[src/rtl/rc5_encrypt_core_if.sv]
// Handshake and S-table bus for rc5_encrypt_core.
// The slave side is the encryptor; the master side is the requester plus the S RAM.
interface rc5_encrypt_core_if #(
  parameter int w = 32,
  parameter int r = 12
);
  localparam int t        = 2 * r + 2;
  localparam int t_length = $clog2(t);

  logic                key_ready;
  logic                start;
  logic [w-1:0]        pt_a;
  logic [w-1:0]        pt_b;
  logic [w-1:0]        S_sub_i;
  logic [t_length-1:0] S_address;
  logic [w-1:0]        ct_a;
  logic [w-1:0]        ct_b;
  logic                busy;
  logic                valid;

  modport master (
    output key_ready, start, pt_a, pt_b, S_sub_i,
    input  S_address, ct_a, ct_b, busy, valid
  );

  modport slave (
    input  key_ready, start, pt_a, pt_b, S_sub_i,
    output S_address, ct_a, ct_b, busy, valid
  );
endinterface

[src/rtl/rc5_encrypt_core.sv]
// RC5-w/r block encryptor: streams the expanded key table S from a registered-read RAM
// and produces one ciphertext pair per accepted start.
module rc5_encrypt_core #(
  parameter int w = 32,
  parameter int r = 12
) (
  input logic               clk1,
  input logic               rst,
  rc5_encrypt_core_if.slave bus
);
  localparam int lgw      = $clog2(w);
  localparam int t        = 2 * r + 2;
  localparam int t_length = $clog2(t);

  localparam logic [t_length-1:0] IDX_LAST     = t_length'(t - 1);
  localparam logic [t_length-1:0] IDX_PREF_CAP = t_length'(t - 3);

  typedef enum logic [1:0] {IDLE, PRIME, RUN, DONE} state_t;

  state_t              state_r, state_s;
  logic [w-1:0]        a_r, a_s;
  logic [w-1:0]        b_r, b_s;
  logic [t_length-1:0] idx_r, idx_s;
  logic [t_length-1:0] addr_s;
  logic [w-1:0]        ct_a_s, ct_b_s;
  logic                busy_s, valid_s;
  logic [w-1:0]        even_val_s, odd_val_s;

  function automatic logic [w-1:0] rotl(input logic [w-1:0] x, input logic [lgw-1:0] amt);
    logic [2*w-1:0] dbl;
    dbl = {x, x} << amt;
    return dbl[2*w-1:w];
  endfunction

  // Next-state, datapath and output computation
  always_comb begin
    state_s    = state_r;
    a_s        = a_r;
    b_s        = b_r;
    idx_s      = idx_r;
    addr_s     = bus.S_address;
    ct_a_s     = bus.ct_a;
    ct_b_s     = bus.ct_b;
    busy_s     = bus.busy;
    valid_s    = 1'b0;
    even_val_s = rotl(a_r ^ b_r, b_r[lgw-1:0]) + bus.S_sub_i;
    odd_val_s  = rotl(b_r ^ a_r, a_r[lgw-1:0]) + bus.S_sub_i;

    case (state_r)
      IDLE, DONE: begin
        if (bus.start && bus.key_ready) begin
          a_s     = bus.pt_a;
          b_s     = bus.pt_b;
          addr_s  = {t_length{1'b0}};
          busy_s  = 1'b1;
          state_s = PRIME;
        end else begin
          state_s = IDLE;
        end
      end
      PRIME: begin
        if (!bus.key_ready) begin
          busy_s  = 1'b0;
          state_s = IDLE;
        end else begin
          addr_s  = t_length'(1);
          idx_s   = {t_length{1'b0}};
          state_s = RUN;
        end
      end
      RUN: begin
        if (!bus.key_ready) begin
          // Abort wins over completion; ciphertext keeps the previous block.
          busy_s  = 1'b0;
          state_s = IDLE;
        end else begin
          if (idx_r == t_length'(0)) begin
            a_s = a_r + bus.S_sub_i;
          end else if (idx_r == t_length'(1)) begin
            b_s = b_r + bus.S_sub_i;
          end else if (!idx_r[0]) begin
            a_s = even_val_s;
          end else begin
            b_s = odd_val_s;
          end

          // Prefetch two ahead of the word being consumed, saturating at the last entry.
          if (idx_r >= IDX_PREF_CAP) begin
            addr_s = IDX_LAST;
          end else begin
            addr_s = idx_r + t_length'(2);
          end

          if (idx_r == IDX_LAST) begin
            ct_a_s  = a_r;
            ct_b_s  = odd_val_s;
            busy_s  = 1'b0;
            valid_s = 1'b1;
            state_s = DONE;
          end else begin
            idx_s = idx_r + t_length'(1);
          end
        end
      end
      default: begin
        busy_s  = 1'b0;
        state_s = IDLE;
      end
    endcase
  end

  // State and output registers with synchronous reset
  always_ff @(posedge clk1) begin
    if (rst) begin
      state_r       <= IDLE;
      a_r           <= {w{1'b0}};
      b_r           <= {w{1'b0}};
      idx_r         <= {t_length{1'b0}};
      bus.S_address <= {t_length{1'b0}};
      bus.ct_a      <= {w{1'b0}};
      bus.ct_b      <= {w{1'b0}};
      bus.busy      <= 1'b0;
      bus.valid     <= 1'b0;
    end else begin
      state_r       <= state_s;
      a_r           <= a_s;
      b_r           <= b_s;
      idx_r         <= idx_s;
      bus.S_address <= addr_s;
      bus.ct_a      <= ct_a_s;
      bus.ct_b      <= ct_b_s;
      bus.busy      <= busy_s;
      bus.valid     <= valid_s;
    end
  end
endmodule

[src/flat_wrapper.sv]
// flat-port wrapper written by rule: the top's interface ports become plain ports
module rc5_encrypt_core_flat 
#(
  parameter int w = 32,
  parameter int r = 12
)
  (clk1, rst, bus_key_ready, bus_start, bus_pt_a, bus_pt_b, bus_S_sub_i, bus_S_address, bus_ct_a, bus_ct_b, bus_busy, bus_valid);
  rc5_encrypt_core_if #(.w(w), .r(r)) bus_i ();
  input logic clk1;
  input logic rst;
  input wire logic [$bits(bus_i.key_ready)-1:0] bus_key_ready;
  input wire logic [$bits(bus_i.start)-1:0] bus_start;
  input wire logic [$bits(bus_i.pt_a)-1:0] bus_pt_a;
  input wire logic [$bits(bus_i.pt_b)-1:0] bus_pt_b;
  input wire logic [$bits(bus_i.S_sub_i)-1:0] bus_S_sub_i;
  output wire logic [$bits(bus_i.S_address)-1:0] bus_S_address;
  output wire logic [$bits(bus_i.ct_a)-1:0] bus_ct_a;
  output wire logic [$bits(bus_i.ct_b)-1:0] bus_ct_b;
  output wire logic [$bits(bus_i.busy)-1:0] bus_busy;
  output wire logic [$bits(bus_i.valid)-1:0] bus_valid;
  assign bus_i.key_ready = bus_key_ready;
  assign bus_i.start = bus_start;
  assign bus_i.pt_a = bus_pt_a;
  assign bus_i.pt_b = bus_pt_b;
  assign bus_i.S_sub_i = bus_S_sub_i;
  assign bus_S_address = bus_i.S_address;
  assign bus_ct_a = bus_i.ct_a;
  assign bus_ct_b = bus_i.ct_b;
  assign bus_busy = bus_i.busy;
  assign bus_valid = bus_i.valid;
  rc5_encrypt_core #(.w(w), .r(r)) u_core (.clk1(clk1), .rst(rst), .bus(bus_i));
endmodule
[config.mk]
export PLATFORM = sky130hd
export DESIGN_NAME = rc5_encrypt_core_flat
export DESIGN_NICKNAME = d
export VERILOG_FILES = /design/src/rtl/rc5_encrypt_core_if.sv /design/src/rtl/rc5_encrypt_core.sv /design/src/flat_wrapper.sv
export SDC_FILE = /design/constraint.sdc
export NUM_CORES = 1
export LEC_CHECK = 0
export ABC_AREA = 1
export BUFFER_PORTS_ARGS = -buffer_cell sky130_fd_sc_hd__buf_2
export CELL_PAD_IN_SITES_DETAIL_PLACEMENT = 0
export CELL_PAD_IN_SITES_GLOBAL_PLACEMENT = 1
export CORE_MARGIN = 4
export CORE_UTILIZATION = 26
export DETAILED_ROUTE_END_ITERATION = 6
export PLACE_DENSITY = 0.64
export SYNTH_ARGS = -nofsm -noshare
export SYNTH_HDL_FRONTEND = slang
export SYNTH_SLANG_ARGS = --single-unit
[constraint.sdc]
create_clock -name clk1 -period 5.6 [get_ports clk1]
set_input_delay 1.12 -clock clk1 [delete_from_list [all_inputs] [get_ports clk1]]
set_output_delay 1.12 -clock clk1 [all_outputs]
set_load 0.03 [all_outputs]
# After elaboration in Yosys (flattened, before gate mapping)
# Cells that the tools add are included.
dict set report word_totals {
  reg_bits 142
  latch_bits 0
  mem_bits_rw 0
  mem_bits_ro 0
  inputBits 100
  out_inout_bits 71
  elab_cells 81
  n_memories 0
}
dict set report classes {
  add_sub_neg 6
  mul 0
  div_mod_pow 0
  n_lt_le_gt_ge 1
  eq_ne 15
  shifts 2
  muxes 32
  bitwise_logic 3
  n_reduce_logical 13
}
# operator n
set op_table {}
lappend op_table {{$mux W32} 10}
lappend op_table {{$add A32 B32 Y32} 4}
lappend op_table {{$pmux W32 S2} 2}
lappend op_table {{$shl A64 B5 Y64} 2}
lappend op_table {{$mux W5} 7}
lappend op_table {{$xor A32 B32 Y32} 1}
lappend op_table {{$pmux W5 S3} 1}
lappend op_table {{$ne A2 B2 Y1 const B} 5}
lappend op_table {{$pmux W5 S2} 1}
lappend op_table {{$reduce_and A5 Y1} 2}
lappend op_table {{$reduce_and A3 Y1} 3}
lappend op_table {{$mux W1} 6}
lappend op_table {{$mux W2} 3}
lappend op_table {{$ne A3 B2 Y1 const B} 2}
lappend op_table {{$pmux W2 S3} 1}
lappend op_table {{$add A5 B1 Y5 const B} 1}
lappend op_table {{$add A5 B2 Y5 const B} 1}
lappend op_table {{$eq A5 B1 Y1 const B} 1}
lappend op_table {{$eq A5 B5 Y1 const B} 1}
lappend op_table {{$ge A5 B5 Y1 const B} 1}
lappend op_table {{$logic_not A5 Y1} 1}
lappend op_table {{$eq A2 B2 Y1 const B} 2}
lappend op_table {{$reduce_and A4 Y1} 1}
lappend op_table {{$reduce_bool A2 Y1} 2}
lappend op_table {{10 further kinds} 11}

# Depth between registers and ports, before layout
dict set report depth {
  word_depth 8
  ltp_mapped 32
  ltp_nobuf 31
}

# Worst setup path after synthesis
# Ideal clock, no wire load.
dict set report synth_timing {
  path_type {register to register}
  startpoint {register u_core.b_r[0]}
  endpoint {register u_core.a_r[22]}
  setup_time_ps 134
  arrival_time_ps 3201
  t_required_ps 5466
  setup_slack_ps 2266
  path_stages_with_launch 31
  n_path_buf 3
  synth_period_minus_slack_ps 3334
  path_cell_list {dfxtp_1 buf_6 inv_4 buf_6 buf_6 nand2_1 o21ai_1 nand2_1 o21ai_0 nand2_1 o21ai_1 nand2_1 o21ai_1 o21ai_0 o22ai_1 inv_1 ha_1 inv_1 fa_1 o21ai_2 nand2_1 nand2_1 a21oi_2 o21ai_2 nand2_1 nand2_1 nand2_1 nand2_1 nor2_1 o21ai_1 a21oi_1}
}
dict set report synth_between {
  elab_chain_cells 8
}
# item line_no
set synth_lines {}
lappend synth_lines {{start: declaration} rc5_encrypt_core.sv:22} ;# logic [w-1:0] b_r, b_s;
lappend synth_lines {{start signal: assignment} rc5_encrypt_core.sv:117} ;# b_r <= {w{1'b0}};
lappend synth_lines {{start signal: assignment} rc5_encrypt_core.sv:127} ;# b_r <= b_s;
lappend synth_lines {{$xor A32 B32 Y32} rc5_encrypt_core.sv:46} ;# even_val_s = rotl(a_r ^ b_r, b_r[lgw-1:0]) + bus.S_sub_i;
lappend synth_lines {{$shl A64 B5 Y64 *} rc5_encrypt_core.sv:31} ;# dbl = {x, x} << amt;
lappend synth_lines {{$add A32 B32 Y32 *} rc5_encrypt_core.sv:46}
lappend synth_lines {{$mux W32 *} rc5_encrypt_core.sv:81} ;# end else if (!idx_r[0]) begin
lappend synth_lines {{$mux W32 *} rc5_encrypt_core.sv:79} ;# end else if (idx_r == t_length'(1)) begin
lappend synth_lines {{$mux W32 *} rc5_encrypt_core.sv:77} ;# if (idx_r == t_length'(0)) begin
lappend synth_lines {{$mux W32 *} rc5_encrypt_core.sv:72} ;# if (!bus.key_ready) begin
lappend synth_lines {{$pmux W32 S2 *} rc5_encrypt_core.sv:49} ;# case (state_r)
lappend synth_lines {{end signal: assignment} rc5_encrypt_core.sv:116} ;# a_r <= {w{1'b0}};
lappend synth_lines {{end signal: assignment} rc5_encrypt_core.sv:126} ;# a_r <= a_s;
lappend synth_lines {{end: declaration} rc5_encrypt_core.sv:21} ;# logic [w-1:0] a_r, a_s;
# Every way passes the cells marked *; elsewhere a longest branch is shown, timed or not. The select of a mux whose other input is x is not followed.
# A chain may end at the register's enable or synchronous reset.

# Worst setup path after layout
dict set report layout_timing {
  startpoint {register u_core.a_r[1]}
  endpoint {register u_core.a_r[30]}
}
dict set report layout_between {
  elab_chain_cells 8
  word_cells_on_any_way 9
  classes_between {2 x add/sub; 1 x shift; 5 x mux; 1 x bitwise}
}
# item line_no
set layout_lines {}
lappend layout_lines {{$xor A32 B32 Y32} rc5_encrypt_core.sv:46}
lappend layout_lines {{$shl A64 B5 Y64} rc5_encrypt_core.sv:31}
lappend layout_lines {{$add A32 B32 Y32} rc5_encrypt_core.sv:46}
lappend layout_lines {{$mux W32} rc5_encrypt_core.sv:81}
lappend layout_lines {{$mux W32} rc5_encrypt_core.sv:79}
lappend layout_lines {{$mux W32 *} rc5_encrypt_core.sv:77}
lappend layout_lines {{$mux W32 *} rc5_encrypt_core.sv:72}
lappend layout_lines {{$pmux W32 S2 *} rc5_encrypt_core.sv:49}
# Marks and branches as above.

==> impl_metrics.tcl <==
set metrics [dict create \
    status "complete, no violations" \
    pwr_density_cell_nw_per_um2 244.1 \
    seq_area_frac_synth_pct 17.71 \
    tightest_slew_ps 1089 \
    setup_viol 0 \
    synthArstFlopShare_pct 0 \
    end_kind "register" \
    arrival_ps 5260 \
    diodes 0 \
    synth_top_cell_area_share_pct 17.71 \
    power_frac_comb_pct 46.9 \
    p_int_uw 2333 \
    crit_type "reg -> reg" \
    synthFlopType "dfxtp_1" \
    rsz0062_at_grt "no" \
    min_path_type "reg -> reg" \
    post-route-period-util_pct 88.10 \
    place_inst 3580 \
    switching_share_pct 47.12 \
    route.detailed.drc 0 \
    gp_congestion 0.9635 \
    drt-total-wl_mm 84.80 \
    final.setup.tns_ps 0 \
    insertion_delay_ps 500 \
    dieArea_um2 65790 \
    start_kind "register" \
    switchingPower_uw 2079 \
    ioPinCount 171 \
    row_count 90 \
    yosysWarnings 0 \
    finalNetCount 3024 \
    synth.most_common_cell "nand2_1" \
    path_max_fanout 30 \
    dpl.hpwl_mm 69.70 \
    syn_inst 2727 \
    post_cts_resized 0 \
    grt_max_degree 63 \
    maxSlewViolCount 0 \
    start_util_pct 26.45 \
    fp.dieH_um 256.5 \
    synth_edf_count 0 \
    detail_route.wl_per_cell_um 23.48 \
    total_leakage_power_uw 0.008686 \
    synth.area.top_cells "dfxtp_1, nand2_1, o21ai_0" \
    dr.pass1.iters 6 \
    postCtsHoldBufs 0 \
    grt_pass1_vias 18122 \
    vias_per_cell 5.294 \
    timing.fmax_mhz 202.7 \
    avgSynthCellArea_um2 5.887 \
    track_usage_pct 24.79 \
    min_period_ps 4934 \
    fp.coreArea_um2 60700 \
    antenna_found_initial 2 \
    globalRouteOverflowTotal 0 \
    drive_gt1_share_pct 10.43 \
    clk_pin_slew_ps 80 \
    synthTopCellsByCount "nand2_1, o21ai_0, inv_1" \
    vias 19117 \
    peakVddDrop_mv 0.2478 \
    post_cts_buffers 0 \
    cts_root_buf "clkbuf_16" \
    ant_nets 0 \
    stdcell_count 3611 \
    area_growth_pct 12.60 \
    synth_nets 2934 \
    cts_max_level 4 \
    slew_headroom_pct 27.38 \
    clock_path_buffers 2 \
    seqPwrFrac_pct 25.1 \
    portBuffers 170 \
    synth.distinct_cells 57 \
    tritoncts "built" \
    numCtsBuffers 17 \
    max_cap_violations 0 \
    grt_pass1_wl_mm 121.7 \
    drt_iter0_drc 1903 \
    final_core_util_pct 29.78 \
    required_ps 5930 \
    synth_seq_cells 142 \
    hold_violations 0 \
    die_w_um 256.5 \
    skew_ps 19.12 \
    synthesis.area_um2 16050 \
    yosysTopAreaCell "dfxtp_1" \
    clock_sinks 142 \
    power.clock.fraction_pct 28.1 \
]
==> worst max-delay path, cell delays in order (launching register included) <==
cell	delay, ps
dfxtp_1	310
buf_4	180
inv_2	410
nand2_1	130
nand2_1	180
o21ai_1	120
o21ai_1	280
o21ai_1	130
nand2_1	70
o21ai_1	80
o21ai_0	190
o22ai_1	100
inv_1	80
ha_1	210
inv_1	70
fa_1	420
o21ai_2	270
nand2_1	90
nand2_1	120
a21oi_2	130
o21ai_2	250
nand4_1	210
nand3_1	150
nand2_1	60
o21ai_0	380
a21oi_1	130
==> cell usage in the layout, fill, tap and decap left out, drive strengths merged, types with 4 or more instances in the layout <==
cell type,synthesis,routed
nor3,24,24
a21oi,261,261
nand4,13,13
xnor2,25,25
dfxtp,142,142
clkbuf,59,20
a221oi,9,9
nor4,5,5
nand3b,4,4
clkinv,2,6
inv,283,285
o21bai,12,12
nor2,197,197
mux2i,30,30
a31oi,29,29
nand3,226,226
xor2,31,31
a211oi,7,7
ha,104,104
a21o,18,18
or2,18,18
o211ai,59,59
o21ai,361,361
buf,71,201
nand2,714,714
==> power by group through the flow <==
stage	logic [uW]	clock network, uW	registers, uW
after floorplan	1360	0	1090
after global placement	2030	0	1130
after detailed placement	2030	0	1130
after CTS	2040	1260	1100
after global routing	2270	1300	1110
final	2070	1240	1110
==> final timing paths <==
path              startpoint         endpoint  slack [ps]  depth (start not counted)
max            u_core.a_r[1]   u_core.a_r[30]         670                         25
min          u_core.bus.busy  u_core.bus.busy         450                          2
max reg2reg    u_core.a_r[1]   u_core.a_r[30]         670                         25
min reg2reg  u_core.bus.busy  u_core.bus.busy         450                          2
==> registers in the layout, indices dropped and copies added, names as in the netlist <==
| signal | count |
|---|---|
| u_core.a_r | 32 |
| u_core.b_r | 32 |
| u_core.bus.ct_a | 32 |
| u_core.bus.ct_b | 32 |
| u_core.bus.S_address | 5 |
| u_core.idx_r | 5 |
| u_core.state_r | 2 |
| u_core.bus.busy | 1 |
| u_core.bus.valid | 1 |
==> cell families after synthesis <==
logic type / count (synthesis) / share of synthesized area (%)
muxes: 30 / 1.870
buffers and inverters: 415 / 10.78
xor gates and xnor gates: 56 / 3.055
DFF: 142 / 17.71
and+or+nand+nor: 1205 / 31.19
adders and majority gates: 107 / 8.479
AOI/OAI and AO/OA: 772 / 26.92
==> through the flow <==
step	setup WS (ps)	instance area, um2	hold slack (ps)	total power (uW)
after floorplan	2266	16050	460.5	2452
after global placement	806.0	17490	442.6	3158
after detailed placement	776.0	17490	445.5	3159
after CTS	741.6	18080	455.7	4405
after global routing	268.0	18080	472.7	4673
final	666.2	18080	453.8	4412
==> cell type report <==
cell class	instances	area, um2
Fill cell	6985	42620
Multi-Input combinational cell	2170	11490
Sequential cell	142	2843
Inverter	285	1090
Timing Repair Buffer	201	1084
Tap cell	782	978.4
Clock buffer	20	456.7
Clock inverter	11	131.4
==> layer usage <==
layer / GRT usage (%) / wire length (um)
met4: 9.850 / 3393
met5: 0 / 0
met3: 3.424 / 4807
met2: 41.77 / 39870
met1: 32.08 / 36730
Note: power is estimated with default switching activity, not from simulation.
